--- src/rtl/keypad_if.sv ---
// keypad_if: key-code handshake between a producer and the keypad emulator.
//   key_code  [3:0]  code of the key to press (0x0-0x9, 0xE, 0xF are valid)
//   key_valid        producer offers key_code
//   key_ready        emulator can accept; transfer when valid && ready
// Modports: master = producer side, slave = emulator side.
interface keypad_if;
    logic [3:0] key_code;
    logic       key_valid;
    logic       key_ready;

    modport master (output key_code, output key_valid, input key_ready);
    modport slave  (input key_code, input key_valid, output key_ready);
endinterface

--- src/rtl/keypad_emulator.sv ---
// keypad_emulator: stands in for a 4-row x 3-column telephone keypad.
// Queued key codes are "pressed" for HOLD_CYCLES, then released for
// GAP_CYCLES. While a key is pressed, the column output reflects the switch
// closure for whatever rows the scanner is driving.
//   clk           sole clock, rising edge
//   rst_n         synchronous active-low reset
//   key           keypad_if.slave handshake (key_code/key_valid/key_ready)
//   row   [3:0]   scanner row drive (normally one-hot)
//   column[2:0]   emulated column return, registered
//   busy          press/gap in progress or FIFO non-empty
//   pressed_code  code currently pressed (meaningful while pressing)
//   err           one-cycle pulse after an invalid code (0xA-0xD) transfer
module keypad_emulator #(
    parameter int unsigned HOLD_CYCLES = 200000000,
    parameter int unsigned GAP_CYCLES  = 200000000
) (
    input  logic       clk,
    input  logic       rst_n,
    keypad_if.slave    key,
    input  logic [3:0] row,
    output logic [2:0] column,
    output logic       busy,
    output logic [3:0] pressed_code,
    output logic       err
);
    typedef enum logic [1:0] {
        IDLE  = 2'd0,
        PRESS = 2'd1,
        GAP   = 2'd2
    } state_t;

    localparam logic [31:0] HOLD_LOAD = 32'(HOLD_CYCLES - 1);
    localparam logic [31:0] GAP_LOAD  = 32'(GAP_CYCLES - 1);

    // ------------------------------------------------------------------
    // Input FIFO, 4 x 4 bits
    // ------------------------------------------------------------------
    logic [3:0] fifo_mem [4];
    logic [1:0] wr_ptr_reg;
    logic [1:0] rd_ptr_reg;
    logic [2:0] count_reg;
    logic       code_ok;
    logic       xfer;
    logic       push;
    logic       pop;

    assign code_ok       = (key.key_code <= 4'h9) || (key.key_code >= 4'hE);
    // Ready is forced low while reset is asserted, not just after the flush.
    assign key.key_ready = rst_n && (count_reg != 3'd4);
    assign xfer          = key.key_valid && key.key_ready;
    // Invalid codes complete the handshake but are dropped here.
    assign push          = xfer && code_ok;

    always_ff @(posedge clk) begin
        if (push) begin
            fifo_mem[wr_ptr_reg] <= key.key_code;
        end
    end

    always_ff @(posedge clk) begin
        if (!rst_n) begin
            wr_ptr_reg <= 2'd0;
            rd_ptr_reg <= 2'd0;
            count_reg  <= 3'd0;
        end else begin
            if (push) begin
                wr_ptr_reg <= wr_ptr_reg + 2'd1;
            end
            if (pop) begin
                rd_ptr_reg <= rd_ptr_reg + 2'd1;
            end
            case ({push, pop})
                2'b10:   count_reg <= count_reg + 3'd1;
                2'b01:   count_reg <= count_reg - 3'd1;
                default: count_reg <= count_reg;
            endcase
        end
    end

    // ------------------------------------------------------------------
    // Press / gap sequencer
    // ------------------------------------------------------------------
    state_t      state_reg;
    state_t      state_next;
    logic [31:0] counter_reg;
    logic [31:0] counter_next;
    logic [3:0]  code_reg;
    logic [3:0]  code_next;

    always_ff @(posedge clk) begin
        if (!rst_n) begin
            state_reg   <= IDLE;
            counter_reg <= 32'd0;
            code_reg    <= 4'd0;
        end else begin
            state_reg   <= state_next;
            counter_reg <= counter_next;
            code_reg    <= code_next;
        end
    end

    always_comb begin
        state_next   = state_reg;
        counter_next = counter_reg;
        code_next    = code_reg;
        pop          = 1'b0;
        case (state_reg)
            IDLE: begin
                if (count_reg != 3'd0) begin
                    pop          = 1'b1;
                    code_next    = fifo_mem[rd_ptr_reg];
                    counter_next = HOLD_LOAD;
                    state_next   = PRESS;
                end
            end
            PRESS: begin
                if (counter_reg == 32'd0) begin
                    counter_next = GAP_LOAD;
                    state_next   = GAP;
                end else begin
                    counter_next = counter_reg - 32'd1;
                end
            end
            GAP: begin
                if (counter_reg == 32'd0) begin
                    state_next = IDLE;
                end else begin
                    counter_next = counter_reg - 32'd1;
                end
            end
            default: begin
                state_next = IDLE;
            end
        endcase
    end

    // ------------------------------------------------------------------
    // Switch matrix: row/column position of the pressed key
    // ------------------------------------------------------------------
    logic [3:0] key_row;
    logic [2:0] key_col;
    logic [2:0] column_next;
    logic [2:0] column_reg;
    logic       err_reg;

    always_comb begin
        key_row = 4'b0000;
        key_col = 3'b000;
        case (code_reg)
            4'h1: begin key_row = 4'b0010; key_col = 3'b001; end
            4'h2: begin key_row = 4'b0010; key_col = 3'b010; end
            4'h3: begin key_row = 4'b0010; key_col = 3'b100; end
            4'h4: begin key_row = 4'b0100; key_col = 3'b001; end
            4'h5: begin key_row = 4'b0100; key_col = 3'b010; end
            4'h6: begin key_row = 4'b0100; key_col = 3'b100; end
            4'h7: begin key_row = 4'b1000; key_col = 3'b001; end
            4'h8: begin key_row = 4'b1000; key_col = 3'b010; end
            4'h9: begin key_row = 4'b1000; key_col = 3'b100; end
            4'hE: begin key_row = 4'b0001; key_col = 3'b001; end
            4'h0: begin key_row = 4'b0001; key_col = 3'b010; end
            4'hF: begin key_row = 4'b0001; key_col = 3'b100; end
            default: begin key_row = 4'b0000; key_col = 3'b000; end
        endcase
    end

    // Any driven row containing the key's row closes the switch, so
    // multi-row drive behaves like a real matrix.
    always_comb begin
        column_next = 3'b000;
        if ((state_reg == PRESS) && ((row & key_row) != 4'b0000)) begin
            column_next = key_col;
        end
    end

    always_ff @(posedge clk) begin
        if (!rst_n) begin
            column_reg <= 3'b000;
            err_reg    <= 1'b0;
        end else begin
            column_reg <= column_next;
            err_reg    <= xfer && !code_ok;
        end
    end

    assign column       = column_reg;
    assign err          = err_reg;
    assign pressed_code = code_reg;
    assign busy         = (state_reg != IDLE) || (count_reg != 3'd0);
endmodule

--- src/flat_wrapper.sv ---
// flat-port wrapper written by rule: the top's interface ports become plain ports
module keypad_emulator_flat 
#(
    parameter int unsigned HOLD_CYCLES = 200000000,
    parameter int unsigned GAP_CYCLES  = 200000000
)
  (clk, rst_n, row, column, busy, pressed_code, err, key_key_code, key_key_valid, key_key_ready);
  keypad_if key_i ();
  input  logic clk;
  input  logic rst_n;
  input  logic [3:0] row;
  output logic [2:0] column;
  output logic busy;
  output logic [3:0] pressed_code;
  output logic err;
  input wire logic [$bits(key_i.key_code)-1:0] key_key_code;
  input wire logic [$bits(key_i.key_valid)-1:0] key_key_valid;
  output wire logic [$bits(key_i.key_ready)-1:0] key_key_ready;
  assign key_i.key_code = key_key_code;
  assign key_i.key_valid = key_key_valid;
  assign key_key_ready = key_i.key_ready;
  keypad_emulator #(.HOLD_CYCLES(HOLD_CYCLES), .GAP_CYCLES(GAP_CYCLES)) u_core (.clk(clk), .rst_n(rst_n), .key(key_i), .row(row), .column(column), .busy(busy), .pressed_code(pressed_code), .err(err));
endmodule
--- config.mk ---
export PLATFORM = sky130hd
export DESIGN_NAME = keypad_emulator_flat
export DESIGN_NICKNAME = d
export VERILOG_FILES = /design/src/rtl/keypad_if.sv /design/src/rtl/keypad_emulator.sv /design/src/flat_wrapper.sv
export SDC_FILE = /design/constraint.sdc
export NUM_CORES = 1
export LEC_CHECK = 0
export CORE_ASPECT_RATIO = 1.75
export CORE_UTILIZATION = 58
export CTS_BUF_LIST = sky130_fd_sc_hd__clkbuf_8
export CTS_CLUSTER_DIAMETER = 150
export CTS_CLUSTER_SIZE = 10
export DETAILED_ROUTE_END_ITERATION = 6
export PLACE_DENSITY = 0.78
export SLEW_MARGIN = 0
export SYNTH_ARGS = -nofsm -noshare
export SYNTH_HDL_FRONTEND = slang
export SYNTH_SLANG_ARGS = --single-unit
--- constraint.sdc ---
create_clock -name clk -period 4.3 [get_ports clk]
set_input_delay 0.43 -clock clk [delete_from_list [all_inputs] [get_ports clk]]
set_output_delay 0.43 -clock clk [all_outputs]
set_load 0.005 [all_outputs]
==> metrics <==
clock skew after layout=0.007200 ns; ys flop type=dfxtp_1; number of synthesized flops with an enable pin=16; Hold-fix buffers, CTS=0; total CTS buffers=9; nets=412; Clk Latency, worst-skew pair=0.37 ns; clock tree buffer depth=2; largest net degree at the start of global routing=29; number of synthesized register bits=65; Leak Pwr=1.414 nW; Final Power=slightly below 3 mW; vias in the first global route=3022; top cells by area, synth=dfxtp_1 (27%), edfxtp_1 (13%), ha_1 (5.3%), a21oi_1 (4.3%), o221a_2 (4.1%); Critical Path RT=4.61 ns; gr usage total=29.30%; TritonCTS clock tree=done; Pwr Density=732.4 mW/mm^2; Fin Setup TNS=0 ns; post-synth top area cell=dfxtp_1; Pins Over Slew Limit=0; RSZ-0062 raised after global routing=false; Worst EP arrival=around 3.4 ns; Crit. End Element=flop; detailed-route via count=2954; Routed Antenna Nets=0; Syn Area/Cell=9.693 um^2; initial antenna violation count=0; CP max FO=11; drc violations=0; layout cells sized above 1=15.38%; status=finished, final reports clean; Post-synth ARST share=0%; Final min period=roughly 3.1 ns; DRT Pass-1 Iters=4; count leader, synth=dfxtp_1; Seq/Total Area, Yosys=40.97%; core area=0.005926 mm^2; mapped cell area=0.003567 mm^2; first-pass GRT wire length=approximately 14000 um; Commonest cells post-synth=dfxtp_1 (49), nor2_1 (37), a21oi_1 (31); Die Width=61.28 um; Die Y=105.7 um; grt total ovfl=0; Initial Utilization=60.20%; root buffer cell=clkbuf_8; measured slew at the worst slew-check pin=between 0.6 and 0.7 ns; Area Growth Syn to Fin=12.31%; top cell type's share of synthesized area=27.50%; clk slew on worst S/H paths=about 0.070 ns; Antenna Cells=0; Synth Instances=~370; Startpoint Class=flop; Largest register FFs=32; post-cts sizing count=0; final hold violations=0; CTS H-tree depth=3; # IOs=21; final setup violation count=0; yosys warns=0; syn_nets=395; 1st-iter DRT viols=157; Netlist cell types=59; period utilization=between 70% and 80%; Peak VDD IR=about 0.00043 V; Final HPWL DP=5887 um; DRT Wirelength=8146 um; # rows=37; setup bufs post-CTS=0; Die ar.=0.006480 mm^2; GPL Wtd Cong=between 0.8 and 0.9; clock sinks=65; post-DR wirelength/cell=17.41 um; vias per std cell=approximately 6.3; Tightest Hold Check Type=flop to flop; Slew headroom=56.95%; Fmax=about 320 MHz; total of max-cap violations=0; port buffer count=20; critical path type=flop to flop
-- layout by cell type, fill, tap and decap left out, types with 5 or more instances in the layout --
cell and n:
o221a_2 13, inv_1 21, nor2_1 37, ha_1 15, a31oi_1 21, nor3_1 9
nand2_1 13, nand3_1 7, edfxtp_1 16, or3_1 8, clkbuf_8 9, clkdlybuf4s50_1 20
or2_2 6, o21a_1 5, dfxtp_1 49, a21oi_1 31, and2_1 5, or4_1 10
a21oi_2 5, o31ai_1 9, o21ai_0 6
-- through the flow --
step	cells	hold slack, ns	instance area [um^2]	utilization [%]	worst slack [ns]
2_1_floorplan	368	0.4458	3567	-	1.943
3_3_place_gp	452	0.4746	3787	63.91	1.264
3_5_place_dp	452	0.4761	3787	63.91	1.122
4_1_cts	468	0.4932	4006	67.61	1.301
5_1_grt	468	0.5354	4006	67.61	1.080
6_report	468	0.4999	4006	67.61	1.218
-- kinds of logic (layout without fill, tap and decap cells) --
family / Yosys count / count (layout) / synth area share [%]
multiplexers: 8 / 8 / 3.648
flip-flops: 65 / 65 / 40.97
adder cells (fa/ha/maj): 16 / 16 / 5.823
AO/OA/AOI/OAI: 108 / 108 / 21.71
AND/OR/NAND/NOR: 125 / 125 / 20.91
buffers and inverters: 39 / 61 / 5.226
XOR/XNOR: 7 / 7 / 1.719
-- metal layers --
metal  vias to the layer above  global-route usage, %  wire (um)
li1                       1424                      -          -
met1                      1406                  29.35       2960
met2                        92                  49.61       4396
met3                        32                  7.607        374
met4                         0                  20.45        415
met5                         -                      0          0
-- worst paths after layout --
| kind | from | to | slack (ns) | cells after the start |
|---|---|---|---|---|
| max reg2reg | u_core.counter_reg[0] | u_core.counter_reg[1] | 1.22 | 7 |
| max | u_core.counter_reg[0] | u_core.counter_reg[1] | 1.22 | 7 |
| min | u_core.counter_reg[31] | u_core.counter_reg[31] | 0.50 | 2 |
| min reg2reg | u_core.counter_reg[31] | u_core.counter_reg[31] | 0.50 | 2 |
-- where the power goes --
group	leakage [nW]	internal [mW]	switching [mW]	total (mW)
Clock	0.0975	0.324	0.257	0.581
Sequential	0.547	0.764	0.193	0.956
Combinational	0.770	0.580	0.816	1.40
Total	1.41	1.67	1.27	2.93
-- layout make-up --
| cell class | instances | area [um^2] |
|---|---|---|
| Timing Repair Buffer | 24 | 230.2 |
| Fill cell | 499 | 1919 |
| Inverter | 21 | 78.83 |
| Clock inverter | 7 | 95.09 |
| Sequential cell | 65 | 1461 |
| Clock buffer | 9 | 123.9 |
| Multi-Input combinational cell | 264 | 1919 |
| Tap cell | 78 | 97.59 |
-- worst max-delay path: stages, from the launching register on --
cell	delay, ns
dfxtp_1	0.35
inv_1	0.07
ha_1	0.19
nor3b_1	0.46
and4_1	0.58
nand4b_1	0.53
nand2_1	0.56
o221a_2	0.27
Power figures use the tool's default switching activity.
